**src/rtl/inst_fetch_buffer_pkg.sv**
```systemverilog
// Shared types and constants for the instruction prefetch buffer.
package inst_fetch_buffer_pkg;

    localparam int DEPTH_DEF = 4;
    localparam int PC_W      = 32;
    localparam int INST_W    = 32;

    localparam logic [INST_W-1:0] NOP_INST = 32'h0000_0000;

    // One buffered fetch return: address, word, address-error flag, delay-slot marker.
    typedef struct packed {
        logic [PC_W-1:0]   pc;
        logic [INST_W-1:0] inst;
        logic              adel;
        logic              ds;
    } fb_entry_t;

    localparam int ENTRY_W = $bits(fb_entry_t);

    // Build an entry from its fields.
    function automatic fb_entry_t make_entry(input logic [PC_W-1:0] pc,
                                             input logic [INST_W-1:0] inst,
                                             input logic adel,
                                             input logic ds);
        fb_entry_t e;
        e.pc   = pc;
        e.inst = inst;
        e.adel = adel;
        e.ds   = ds;
        return e;
    endfunction

    // Return a copy of an entry with its delay-slot marker set.
    function automatic fb_entry_t mark_ds(input fb_entry_t e);
        fb_entry_t m;
        m    = e;
        m.ds = 1'b1;
        return m;
    endfunction

endpackage

```
**src/rtl/inst_fetch_buffer_ram.sv**
```systemverilog
// Entry storage: DEPTH x fb_entry_t registers, one write port and two
// combinational read ports (head and head+1).
module fetch_buf_ram
    import inst_fetch_buffer_pkg::*;
#(
    parameter int DEPTH = DEPTH_DEF,
    parameter int AW    = $clog2(DEPTH)
) (
    input  logic            clk,
    input  logic            resetn,
    input  logic            we,
    input  logic [AW-1:0]   waddr,
    input  fb_entry_t       wdata,
    input  logic [AW-1:0]   raddr0,
    input  logic [AW-1:0]   raddr1,
    output fb_entry_t       rdata0,
    output fb_entry_t       rdata1
);

    fb_entry_t mem_r [DEPTH];

    // Storage array; cleared on reset so no stale entry can ever leak out.
    always_ff @(posedge clk or negedge resetn) begin
        if (!resetn) begin
            for (int i = 0; i < DEPTH; i++) begin
                mem_r[i] <= '0;
            end
        end else if (we) begin
            mem_r[waddr] <= wdata;
        end
    end

    assign rdata0 = mem_r[raddr0];
    assign rdata1 = mem_r[raddr1];

endmodule

```
**src/rtl/inst_fetch_buffer.sv**
```systemverilog
// Instruction prefetch FIFO between fetch and decode. Handles decode-resolved
// redirects (keeping only the delay slot) and exception flushes.
module inst_fetch_buffer
    import inst_fetch_buffer_pkg::*;
#(
    parameter int DEPTH = DEPTH_DEF,
    parameter int AW    = 2
) (
    input  logic              clk,
    input  logic              resetn,
    input  logic              flush_i,
    input  logic              redirect_i,
    input  logic              stallD,
    input  logic              push_valid_i,
    input  logic [PC_W-1:0]   push_pc_i,
    input  logic [INST_W-1:0] push_inst_i,
    input  logic              push_adel_i,
    output logic              push_ready_o,
    output logic              validD,
    output logic [INST_W-1:0] instrD,
    output logic [PC_W-1:0]   pcD,
    output logic              adelD,
    output logic              is_in_delayslotD,
    output logic [AW:0]       count_o
);

    localparam logic [AW:0]   CNT_FULL = (AW+1)'(DEPTH);
    localparam logic [AW:0]   CNT_ONE  = (AW+1)'(1);
    localparam logic [AW:0]   CNT_TWO  = (AW+1)'(2);
    localparam logic [AW:0]   CNT_ZERO = (AW+1)'(0);
    localparam logic [AW-1:0] PTR_ONE  = AW'(1);
    localparam logic [AW-1:0] PTR_TWO  = AW'(2);
    localparam logic [AW-1:0] PTR_ZERO = AW'(0);

    logic [AW-1:0] rd_ptr_r, wr_ptr_r, rd_ptr_n, wr_ptr_n;
    logic [AW:0]   count_r, count_n;
    logic          ds_wait_r, ds_wait_n;

    logic          acc_s, deq_s, redir_s;
    logic          we_s;
    logic [AW-1:0] waddr_s;
    fb_entry_t     wdata_s, head_s, next_s;

    fetch_buf_ram #(.DEPTH(DEPTH), .AW(AW)) u_ram (
        .clk    (clk),
        .resetn (resetn),
        .we     (we_s),
        .waddr  (waddr_s),
        .wdata  (wdata_s),
        .raddr0 (rd_ptr_r),
        .raddr1 (rd_ptr_r + PTR_ONE),
        .rdata0 (head_s),
        .rdata1 (next_s)
    );

    assign validD       = (count_r != CNT_ZERO);
    assign push_ready_o = (count_r < CNT_FULL);
    assign acc_s        = push_valid_i & push_ready_o & ~flush_i;
    assign deq_s        = validD & ~stallD;
    // A redirect only means something when decode actually consumes the branch.
    assign redir_s      = redirect_i & deq_s & ~flush_i;

    // Head outputs read as a nop when the buffer is empty.
    assign instrD           = validD ? head_s.inst : NOP_INST;
    assign pcD              = validD ? head_s.pc   : {PC_W{1'b0}};
    assign adelD            = validD & head_s.adel;
    assign is_in_delayslotD = validD & head_s.ds;
    assign count_o          = count_r;

    // Next-state: flush beats redirect, redirect beats normal push/pop.
    always_comb begin
        rd_ptr_n  = rd_ptr_r;
        wr_ptr_n  = wr_ptr_r;
        count_n   = count_r;
        ds_wait_n = ds_wait_r;
        we_s      = 1'b0;
        waddr_s   = wr_ptr_r;
        wdata_s   = make_entry(push_pc_i, push_inst_i, push_adel_i, ds_wait_r);
        if (flush_i) begin
            rd_ptr_n  = PTR_ZERO;
            wr_ptr_n  = PTR_ZERO;
            count_n   = CNT_ZERO;
            ds_wait_n = 1'b0;
        end else if (redir_s) begin
            if (count_r >= CNT_TWO) begin
                // Delay slot already buffered: rewrite it in place with ds set,
                // drop everything behind it and any push this cycle.
                we_s      = 1'b1;
                waddr_s   = rd_ptr_r + PTR_ONE;
                wdata_s   = mark_ds(next_s);
                rd_ptr_n  = rd_ptr_r + PTR_ONE;
                wr_ptr_n  = rd_ptr_r + PTR_TWO;
                count_n   = CNT_ONE;
                ds_wait_n = 1'b0;
            end else if (acc_s) begin
                // Delay slot arrives in the same cycle as the branch leaves.
                we_s      = 1'b1;
                wdata_s   = make_entry(push_pc_i, push_inst_i, push_adel_i, 1'b1);
                rd_ptr_n  = wr_ptr_r;
                wr_ptr_n  = wr_ptr_r + PTR_ONE;
                count_n   = CNT_ONE;
                ds_wait_n = 1'b0;
            end else begin
                // Delay slot not fetched yet: mark the next accepted push.
                rd_ptr_n  = rd_ptr_r + PTR_ONE;
                count_n   = CNT_ZERO;
                ds_wait_n = 1'b1;
            end
        end else begin
            if (acc_s) begin
                we_s      = 1'b1;
                wr_ptr_n  = wr_ptr_r + PTR_ONE;
                ds_wait_n = 1'b0;
            end else begin
                wr_ptr_n  = wr_ptr_r;
            end
            if (deq_s) begin
                rd_ptr_n = rd_ptr_r + PTR_ONE;
            end else begin
                rd_ptr_n = rd_ptr_r;
            end
            count_n = count_r + {{AW{1'b0}}, acc_s} - {{AW{1'b0}}, deq_s};
        end
    end

    // Pointer, occupancy and pending-delay-slot state.
    always_ff @(posedge clk or negedge resetn) begin
        if (!resetn) begin
            rd_ptr_r  <= PTR_ZERO;
            wr_ptr_r  <= PTR_ZERO;
            count_r   <= CNT_ZERO;
            ds_wait_r <= 1'b0;
        end else begin
            rd_ptr_r  <= rd_ptr_n;
            wr_ptr_r  <= wr_ptr_n;
            count_r   <= count_n;
            ds_wait_r <= ds_wait_n;
        end
    end

endmodule

```
**config.mk**
```make
export PLATFORM = sky130hd
export DESIGN_NAME = inst_fetch_buffer
export DESIGN_NICKNAME = d
export VERILOG_FILES = /design/src/rtl/inst_fetch_buffer_pkg.sv /design/src/rtl/inst_fetch_buffer_ram.sv /design/src/rtl/inst_fetch_buffer.sv
export SDC_FILE = /design/constraint.sdc
export NUM_CORES = 1
export LEC_CHECK = 0
export CORE_MARGIN = 3
export CORE_UTILIZATION = 52
export DETAILED_ROUTE_END_ITERATION = 12
export PLACE_DENSITY = 0.76
export SLEW_MARGIN = 30
export SYNTH_ARGS = -nofsm -noshare
export SYNTH_HDL_FRONTEND = slang
export SYNTH_HIERARCHICAL = 1
export SYNTH_SLANG_ARGS = --single-unit
```
**constraint.sdc**
```tcl
create_clock -name clk -period 2.7 [get_ports clk]
set_input_delay 0.675 -clock clk [delete_from_list [all_inputs] [get_ports clk]]
set_output_delay 0.675 -clock clk [all_outputs]
set_load 0.01 [all_outputs]
```
==> out/metrics.csv, run 1 <==
metric;value;unit
outcome;finished with violations;
violations;negative setup slack;
drc;0;
crit_family;buffers and inverters;
seq_power_share;32.0;%
insertion_delay;0.54;ns
reg2reg_from;rd_ptr_r[0];
rsz0062_at_grt;yes;
clk_path_buf_depth;3;
slew_violations;0;
postRouteAntennaNets;0;
timing.final.crit_share;106;%
viasPerCell;6.02;
port-buffer-count;141;
cts_tree;built;
p_int;15.6;mW
area.sequential;0.00681;mm2
p_sw;7.03;mW
grt_pass1_vias;10100;
cpPeakStageDelay;0.53;ns
maxCapViolCount;0;
track_usage;23.5;%
tns;-13.52;ns
startpoint_type;register;
fmax;348;MHz
p_comb_share;48.9;%
grt_overflow_total;0;
rr_worst_depth;10;
finalHoldViolCount;0;
irDropWorstVdd;0.794;mV
crit_start;rd_ptr_r[0];
powerDensity;1170;mW/mm2
leakagePower;8.57;nW
core-area;0.0279;mm2
p_clk_share;19.1;%
netlist_area;0.0148;mm2
cts.sinks;272;
worst_slack;-0.173;ns
area.growth.synth_to_final;31.2;%
multi_input_area;0.00796;mm2
num_antenna_cells;0;
netlist_instances;928;
die-area;0.0305;mm2
cts-htree-levels;1;
critPathArrivalTime;2.20;ns
cts-root-buf;clkbuf_16;
drt_wl_total;37500;um
power;22.6;mW
skew;0.00686;ns
reg2reg_slack;-0.07;ns
p_sw_share;31.1;%
die_h;175;um
fp.dieW;175;um
start_util;53.0;%
r2r-end;u_ram/mem_r[68];
antenna_found_initial;0;
worst_pin_slew;0.477;ns
critPathMaxFanout;6;
critPathKind;reg2out;
place.gp.congestion;0.765;
yosys_warnings;6;
numCtsBuffers;30;
wl_per_cell;24.2;um
filler_cell_count;1829;
io_pins;142;
cp_num_buf_inv;4;
end_kind;output pin;
relSlewSlack;68.2;%
drt_iter0_markers;599;
fp-row-count;61;
crit_cells;6;
hold_path_class;in2async;
nets;1224;
synth.avg_cell_area;15.9;um2
crit_path_end;pcD[4];
crit_path_top_delay_cell;dfrtp_4;
required;2.03;ns
grt_pass1_wl;56800;um
fin_crit;2.87;ns
synth_nets;1004;
vias;9334;
clk_pin_slew;0.06;ns
firstDrtPassIters;5;
drive_gt1_share;65.2;%
post-dp-hpwl;21100;um
grt_max_degree;58;
setup_viol;230;
crit_chain;buf_12, buf_8, buf_16, mux4_2, and2_1, buf_2;
[cells in the final DEF, fill, tap and decap left out, types with 2 or more instances in the layout]
cell type and instances:
dfrtp_2 3, a211oi_2 2, clkinv_2 9, mux4_2 131, a21oi_1 3, clkdlybuf4s50_1 73
inv_1 6, clkbuf_16 43, clkbuf_8 7, ha_1 3, nand3_1 2, buf_2 32
buf_4 45, inv_2 2, buf_8 7, nor3_1 4, dfrtp_1 268, buf_12 29
bufinv_16 4, xnor2_1 2, mux2_2 251, nand2b_4 2, and2_1 25, and2_4 41
clkbuf_1 4, o21ai_4 2, buf_16 8, nor2_1 3, buf_6 52, mux2_4 80
nand3b_1 2
[routing by layer]
metal	global-route usage (%)	routed length, um	up-vias
met1	33.1	16000	4972
met2	39.1	18600	280
li1	-	-	4019
met4	6.32	888	0
met3	3.22	2070	63
met5	0	0	-
[through the flow]
step                      std cells  utilization [%]  cell area (um2)  worst slack, ns  hold WS (ns)
final                          1550             69.6            19400           -0.173        0.0632
after global routing           1550             69.6            19400           -0.240        0.0822
after CTS                      1525             67.6            18800           -0.231        0.0611
after detailed placement       1444             61.8            17200           -0.489         0.493
after global placement         1444             61.8            17200           -0.419         0.483
after floorplan                 928                -            15000           -0.162         0.379
[area by class of cell]
cell class	count	area share, %
clock buffer	42	4.58
multi-input combinational	576	41.1
timing repair buffer	259	15.6
inverter	9	0.239
clock inverter	14	0.891
sequential	272	35.2
tap	378	2.44
[power by group through the flow]
| stage | Sequential [mW] | Clock, mW | Combinational, mW |
|---|---|---|---|
| 4_1_cts | 7.18 | 4.39 | 10.6 |
| 5_1_grt | 7.46 | 4.57 | 11.7 |
| 3_3_place_gp | 7.07 | 0 | 9.72 |
| 2_1_floorplan | 6.75 | 0 | 6.86 |
| 3_5_place_dp | 7.20 | 0 | 9.90 |
| 6_report | 7.23 | 4.31 | 11.1 |
[how the worst min path moves through the flow]
stage | slack, ns | start | end | cells past startpoint
6_report | 0.06 | resetn | u_ram/mem_r[180] | 1
5_1_grt | 0.08 | resetn | u_ram/mem_r[176] | 1
4_1_cts | 0.06 | resetn | u_ram/mem_r[180] | 1
3_5_place_dp | 0.49 | u_ram/mem_r[0] | u_ram/mem_r[0] | 1
3_3_place_gp | 0.48 | u_ram/mem_r[0] | u_ram/mem_r[0] | 1
2_1_floorplan | 0.38 | resetn | count_o[0] | 0
[what timing repair did]
action	4_1_cts	5_1_grt
hold buffers	0	0
setup endpoints to repair	67	329
pin swaps	1	4
gates resized for setup	391	48
setup buffers	19	15
gates cloned	8	15
[state kept, by name, indices dropped and copies added, names as in the netlist]
name / count
ds_wait_r: 1
rd_ptr_r: 2
wr_ptr_r: 2
count_o: 3
u_ram/mem_r: 264
Power figures use the tool's default switching activity.
==> run 2, diff against run 1 <==
--- a/config.mk
+++ b/config.mk
@@ -14,3 +14,4 @@
 export SYNTH_HDL_FRONTEND = slang
 export SYNTH_HIERARCHICAL = 1
 export SYNTH_SLANG_ARGS = --single-unit
+export TNS_END_PERCENT = 30
==> constraint.sdc (replaced) <==
create_clock -name clk -period 2.3 [get_ports clk]
set_input_delay 0.575 -clock clk [delete_from_list [all_inputs] [get_ports clk]]
set_output_delay 0.575 -clock clk [all_outputs]
set_load 0.01 [all_outputs]
==> run 2 against run 1 <==
The flow still finishes with violations (negative setup slack). Wire length up 12%. Core utilization grew 4.9 points. Clock power increased by 11%. Hold slack improved by 0.45 ns. Global-route usage rose by 1.9 points. Cell count is 2.5% higher. Register-to-register slack got worse by 0.39 ns. Non-clock buffer count grew 42.
==> out/metrics.csv, run 2 (synthesized netlist as in run 1, its figures left out) <==
metric;value;unit;change
cts.sinks;272;;unchanged
core-area;0.0279;mm2;unchanged
rsz0062_at_grt;yes;;
drt_wl_total;42200;um;+12%
wl_per_cell;26.5;um;+9.7%
vias;9717;;+4.1%
fmax;356;MHz;
timing.final.crit_share;122;%;
powerDensity;1390;mW/mm2;+19%
place.gp.congestion;0.762;;-0.39%
wl_met3;2080;um;+0.63%
wl_met2;20900;um;+13%
die_h;175;um;unchanged
clk_pin_slew;0.06;ns;about the same
irDropWorstVdd;0.820;mV;+3.2%
hold_ws;0.512;ns;+0.449 ns
required;1.73;ns;-0.30 ns
grt_pass1_vias;10700;;+5.5%
relSlewSlack;69.0;%;+0.85 points
slew_violations;0;;unchanged
firstDrtPassIters;5;;unchanged
cts_tree;built;;
track_usage;25.4;%;+1.9 points
critPathKind;reg2out;;
fin_util;74.4;%;+4.9 points
num_antenna_cells;0;;unchanged
startpoint_type;register;;
violations;negative setup slack;;
viasPerCell;6.12;;+1.6%
area.growth.synth_to_final;40.4;%;
m1WireLength;18400;um;+15%
drt_iter0_markers;606;;+1.2%
top_register;u_ram/mem_r;;
worst_slack;-0.506;ns;-0.333 ns
cts-root-buf;clkbuf_16;;
drive_gt1_share;66.0;%;+0.85 points
fp-row-count;61;;unchanged
worst_pin_slew;0.464;ns;-0.0127 ns
grt_pass1_wl;61100;um;+7.5%
fin_crit;2.81;ns;
end_kind;output pin;;
placed_cell_area;0.0174;mm2;+1.3%
numCtsBuffers;29;;-3.3%
critPathMaxFanout;8;;+2
layout_commonest_cell;dfrtp_1;;
leakagePower;9.43;nW;+10%
io_pins;142;;unchanged
cts-htree-levels;1;;unchanged
skew;0.0137;ns;+0.00687 ns
design_area;0.0207;mm2;+7.0%
start_util;53.0;%;unchanged
insertion_delay;0.54;ns;about the same
fp.dieW;175;um;unchanged
grt_max_degree;60;;+3.4%
drc;0;;unchanged
hold_path_class;reg2reg;;
post-dp-hpwl;21900;um;+4.0%
postRouteAntennaNets;0;;unchanged
top_layer_used;met4;;
largest_reg_flops;264;;unchanged
setup_viol;332;;+44%
outcome;finished with violations;;
finalHoldViolCount;0;;unchanged
grt_overflow_total;0;;unchanged
die-area;0.0305;mm2;unchanged
critPathArrivalTime;2.23;ns;+0.03 ns
maxCapViolCount;0;;unchanged
nets;1266;;+3.4%
port-buffer-count;141;;unchanged
final_cell_mix;dfrtp_1, mux2_4, mux4_2;;
antenna_found_initial;0;;unchanged
clk_path_buf_depth;3;;unchanged
run 2: cell count changes in the layout (fill, tap and decap cells not counted), moves of 3 or more:
cell,delta
buf_4,-5
buf_16,+7
mux2_4,+136
buf_12,+22
buf_2,-11
buf_6,+12
buf_8,+6
clkbuf_16,-3
dlygate4sd2_1,+4
mux2_2,-136
clkdlybuf4s15_2,+6
run 2: repair_timing:
item | 4_1_cts | 5_1_grt
gates resized for setup | 454 | 178
pin swaps | 6 | 10
endpoints found under the setup margin | 333 | 335
endpoints found under the hold margin | 44 | 0
cloned | 15 | 18
hold buffers | 1 | 0
buffers inserted | 37 | 18
run 2: final cells by class:
type	count	area [um2]
flip-flops and latches	272	6820
inverters	9	56.3
repair buffers	301	3920
clock inverters	11	130
multi-input cells	576	8510
repair inverters	1	11.3
well taps	378	473
fillers	1598	7120
clock buffers	40	827
run 2: stage by stage:
stage	setup WS, ns	power (mW)	TNS [ns]	instances
after floorplan	-0.524	16.0	-115.25	928
after global placement	-0.690	20.0	-190.12	1457
after detailed placement	-0.731	20.4	-198.95	1457
after CTS	-0.526	26.8	-120.56	1561
after global routing	-0.561	30.1	-146.70	1588
final	-0.506	28.8	-128.66	1588
run 2: report_power, final:
group          total [mW]  switching, mW  internal [mW]
Sequential           8.61           1.70           6.91
Combinational        15.4           5.46           9.92
Clock                4.77           1.94           2.83
Total                28.8           9.10           19.7
run 2: worst paths after layout:
kind / start / endpoint / slack, ns / depth (start not counted)
max: rd_ptr_r[0] / pcD[6] / -0.51 / 6
min: u_ram/mem_r[132] / u_ram/mem_r[132] / 0.51 / 1
max reg2reg: rd_ptr_r[0] / u_ram/mem_r[98] / -0.46 / 11
min reg2reg: u_ram/mem_r[132] / u_ram/mem_r[132] / 0.51 / 1
max in group asynchronous: resetn / u_ram/mem_r[21] / 1.06 / 3
min in group asynchronous: resetn / u_ram/mem_r[44] / 0.55 / 2
run 2: worst max-delay path: stages (launching register included):
cell and delay [ns]:
dfrtp_4 0.42, buf_12 0.17, buf_12 0.16, buf_12 0.14, mux4_2 0.51, and2_1 0.15
buf_2 0.13
run 2: routing by layer:
metal	up-vias	track usage [%]
li1	4083	-
met1	5268	35.6
met2	301	43.1
met3	65	3.52
met4	0	5.68
met5	-	0
==> run 3, diff against run 2 <==
--- a/config.mk
+++ b/config.mk
@@ -5,10 +5,13 @@
 export SDC_FILE = /design/constraint.sdc
 export NUM_CORES = 1
 export LEC_CHECK = 0
+export CORE_ASPECT_RATIO = 0.9
 export CORE_MARGIN = 3
 export CORE_UTILIZATION = 52
 export DETAILED_ROUTE_END_ITERATION = 12
+export HOLD_SLACK_MARGIN = 0.12
 export PLACE_DENSITY = 0.76
+export SKIP_CTS_REPAIR_TIMING = 1
 export SLEW_MARGIN = 30
 export SYNTH_ARGS = -nofsm -noshare
 export SYNTH_HDL_FRONTEND = slang
==> run 3 against run 2 <==
Cell area fell by 4.2%. Combinational power fell by 8%. Via count fell by 2.5%. Hold slack got worse by 0.074 ns. Clock power fell by 1%. Largest power group unchanged. The flow still finishes with violations (negative setup slack). Global-route usage fell by 2.6 points. Largest cell class unchanged.
==> out/metrics.csv, run 3 (synthesized netlist as in run 1, its figures left out) <==
metric;value;unit;change
final_cell_mix;dfrtp_1, mux2_2, mux2_4;;
drc;0;;unchanged
wl_met3;1960;um;-6.0%
nets;1238;;-2.2%
startpoint_type;register;;
p_int;18.8;mW;-4.1%
power;27.5;mW;-4.4%
maxCapViolCount;0;;unchanged
crit_chain;buf_12, buf_6, buf_16, buf_4, mux4_2, and2_4, clkbuf_2;;
core-area;0.0275;mm2;-1.4%
fp-row-count;57;;-6.6%
critPathMaxFanout;6;;-2
area.growth.synth_to_final;34.4;%;
viasPerCell;6.17;;+0.78%
antenna_found_initial;0;;unchanged
crit_path_top_delay_cell;dfrtp_4;;
insertion_delay;0.54;ns;about the same
powerDensity;1380;mW/mm2;-0.19%
cts_tree;built;;
reg2reg_slack;-0.38;ns;+0.08 ns
p_clk_share;17.1;%;+0.5 points
placed_cells;1438;;-1.3%
layout_commonest_cell;dfrtp_1;;
p_comb_share;51.8;%;-1.7 points
fin_crit;2.87;ns;+0.0643 ns
largest_reg_flops;264;;unchanged
io_pins;142;;unchanged
seq_power_share;31.1;%;+1.2 points
drive_gt1_share;65.3;%;-0.72 points
cts-root-buf;clkbuf_16;;
cts-htree-levels;1;;unchanged
layout.cells.non_filler;1536;;-3.3%
worst_slack;-0.571;ns;-0.0643 ns
post-dp-hpwl;22700;um;+3.6%
clk_path_buf_depth;3;;unchanged
grt_overflow_total;0;;unchanged
postRouteAntennaNets;0;;unchanged
violations;negative setup slack;;
hold_ws;0.439;ns;-0.0738 ns
die-area;0.0305;mm2;about the same
firstDrtPassIters;5;;unchanged
timing.final.crit_share;125;%;+2.8 points
place.gp.congestion;0.760;;-0.26%
top_register;u_ram/mem_r;;
end_kind;output pin;;
grt_max_degree;68;;+13%
vias;9472;;-2.5%
clk_pin_slew;0.06;ns;about the same
worst_pin_slew;0.570;ns;+0.106 ns
rsz0062_at_grt;yes;;
required;1.73;ns;about the same
critPathKind;reg2out;;
setup_viol;332;;unchanged
port-buffer-count;141;;unchanged
leakagePower;9.07;nW;-3.8%
whs_endpoint;wr_ptr_r[0];;
fp.dieW;184;um;+5.2%
wl_met2;19700;um;-6.0%
rr_worst_depth;10;;-1
cpPeakStageDelay;0.50;ns;about the same
finalHoldViolCount;0;;unchanged
grt_pass1_vias;9955;;-6.7%
top_layer_used;met4;;
fmax;348;MHz;-2.2%
fin_util;72.3;%;-2.1 points
start_util;53.8;%;+0.77 points
track_usage;22.8;%;-2.6 points
num_antenna_cells;0;;unchanged
numCtsBuffers;29;;unchanged
r2r-end;u_ram/mem_r[214];;
slew_violations;0;;unchanged
cts.sinks;272;;unchanged
outcome;finished with violations;;
m1WireLength;17600;um;-4.3%
drt_wl_total;39700;um;-5.8%
irDropWorstVdd;0.861;mV;+5.0%
drt_iter0_markers;659;;+8.7%
pre_cts_slack;-0.746;ns;-0.0147 ns
critPathArrivalTime;2.30;ns;+0.07 ns
min_from;flush_i;;
reg2reg_from;count_o[2];;
p_sw;8.64;mW;-5.1%
skew;0.0138;ns;+0.0000667 ns
grt_pass1_wl;55500;um;-9.1%
p_sw_share;31.4;%;-0.21 points
relSlewSlack;62.0;%;-7.0 points
hold_path_class;in2reg;;
die_h;166;um;-5.0%
hold_path_depth;3;;+2
wl_per_cell;25.9;um;-2.6%
==> run 3: changes by cell type in the layout (fill, tap and decap cells not counted), moves of 9 or more <==
cell            previous run  this run
buf_4                     40        49
clkbuf_2                   0        23
buf_2                     21         0
mux2_2                   115       187
dlymetal6s2s_1             1        12
buf_12                    51        39
buf_6                     64        53
buf_16                    15         6
mux2_4                   216       144
buf_8                     13         4
==> run 3: power by group through the flow <==
| stage | sequential [mW] | clock [mW] | combinational (mW) |
|---|---|---|---|
| after global placement | 8.32 | 0 | 11.7 |
| final | 8.54 | 4.71 | 14.2 |
| after floorplan | 7.93 | 0 | 8.06 |
| after global routing | 8.81 | 4.99 | 15.0 |
| after CTS | 8.45 | 4.78 | 12.0 |
| after detailed placement | 8.48 | 0 | 11.9 |
==> run 3: worst max-delay path by stage <==
stage / from / end / slack (ns) / cells past startpoint
after floorplan: count_o[2] / u_ram/mem_r[212] / -0.52 / 9
after global placement: redirect_i / u_ram/mem_r[145] / -0.67 / 10
after detailed placement: redirect_i / u_ram/mem_r[230] / -0.75 / 8
after CTS: rd_ptr_r[0] / instrD[26] / -0.83 / 4
after global routing: rd_ptr_r[0] / instrD[20] / -0.61 / 7
final: rd_ptr_r[0] / instrD[20] / -0.57 / 7
==> run 3: per-layer routing <==
layer / GRT usage [%] / vias to the layer above
met1: 33.7 / 5109
met2: 37.8 / 305
met3: 2.47 / 41
met4: 4.04 / 0
met5: 0 / -
li1: - / 4017
==> run 3: cell type report <==
class,instances,area [um2]
clock buffer,41,861
clock inverter,10,100
fill,1695,7600
inverter,9,50.0
multi-input combinational,576,8240
sequential,272,6810
tap,354,443
timing repair buffer,274,3360
==> run 3: per-stage QoR <==
stage | area (um2) | setup TNS (ns)
2_1_floorplan | 15000 | -115.25
3_3_place_gp | 17500 | -180.75
3_5_place_dp | 17500 | -198.31
4_1_cts | 18500 | -107.62
5_1_grt | 19900 | -122.14
6_report | 19900 | -103.54
==> run 3: critical path, delay by kind of cell, from the launching register on <==
family,cells,cell delay [ns]
buffers and inverters,5,0.67
AND/OR/NAND/NOR,1,0.16
multiplexers,1,0.43
flip-flops,1,0.50
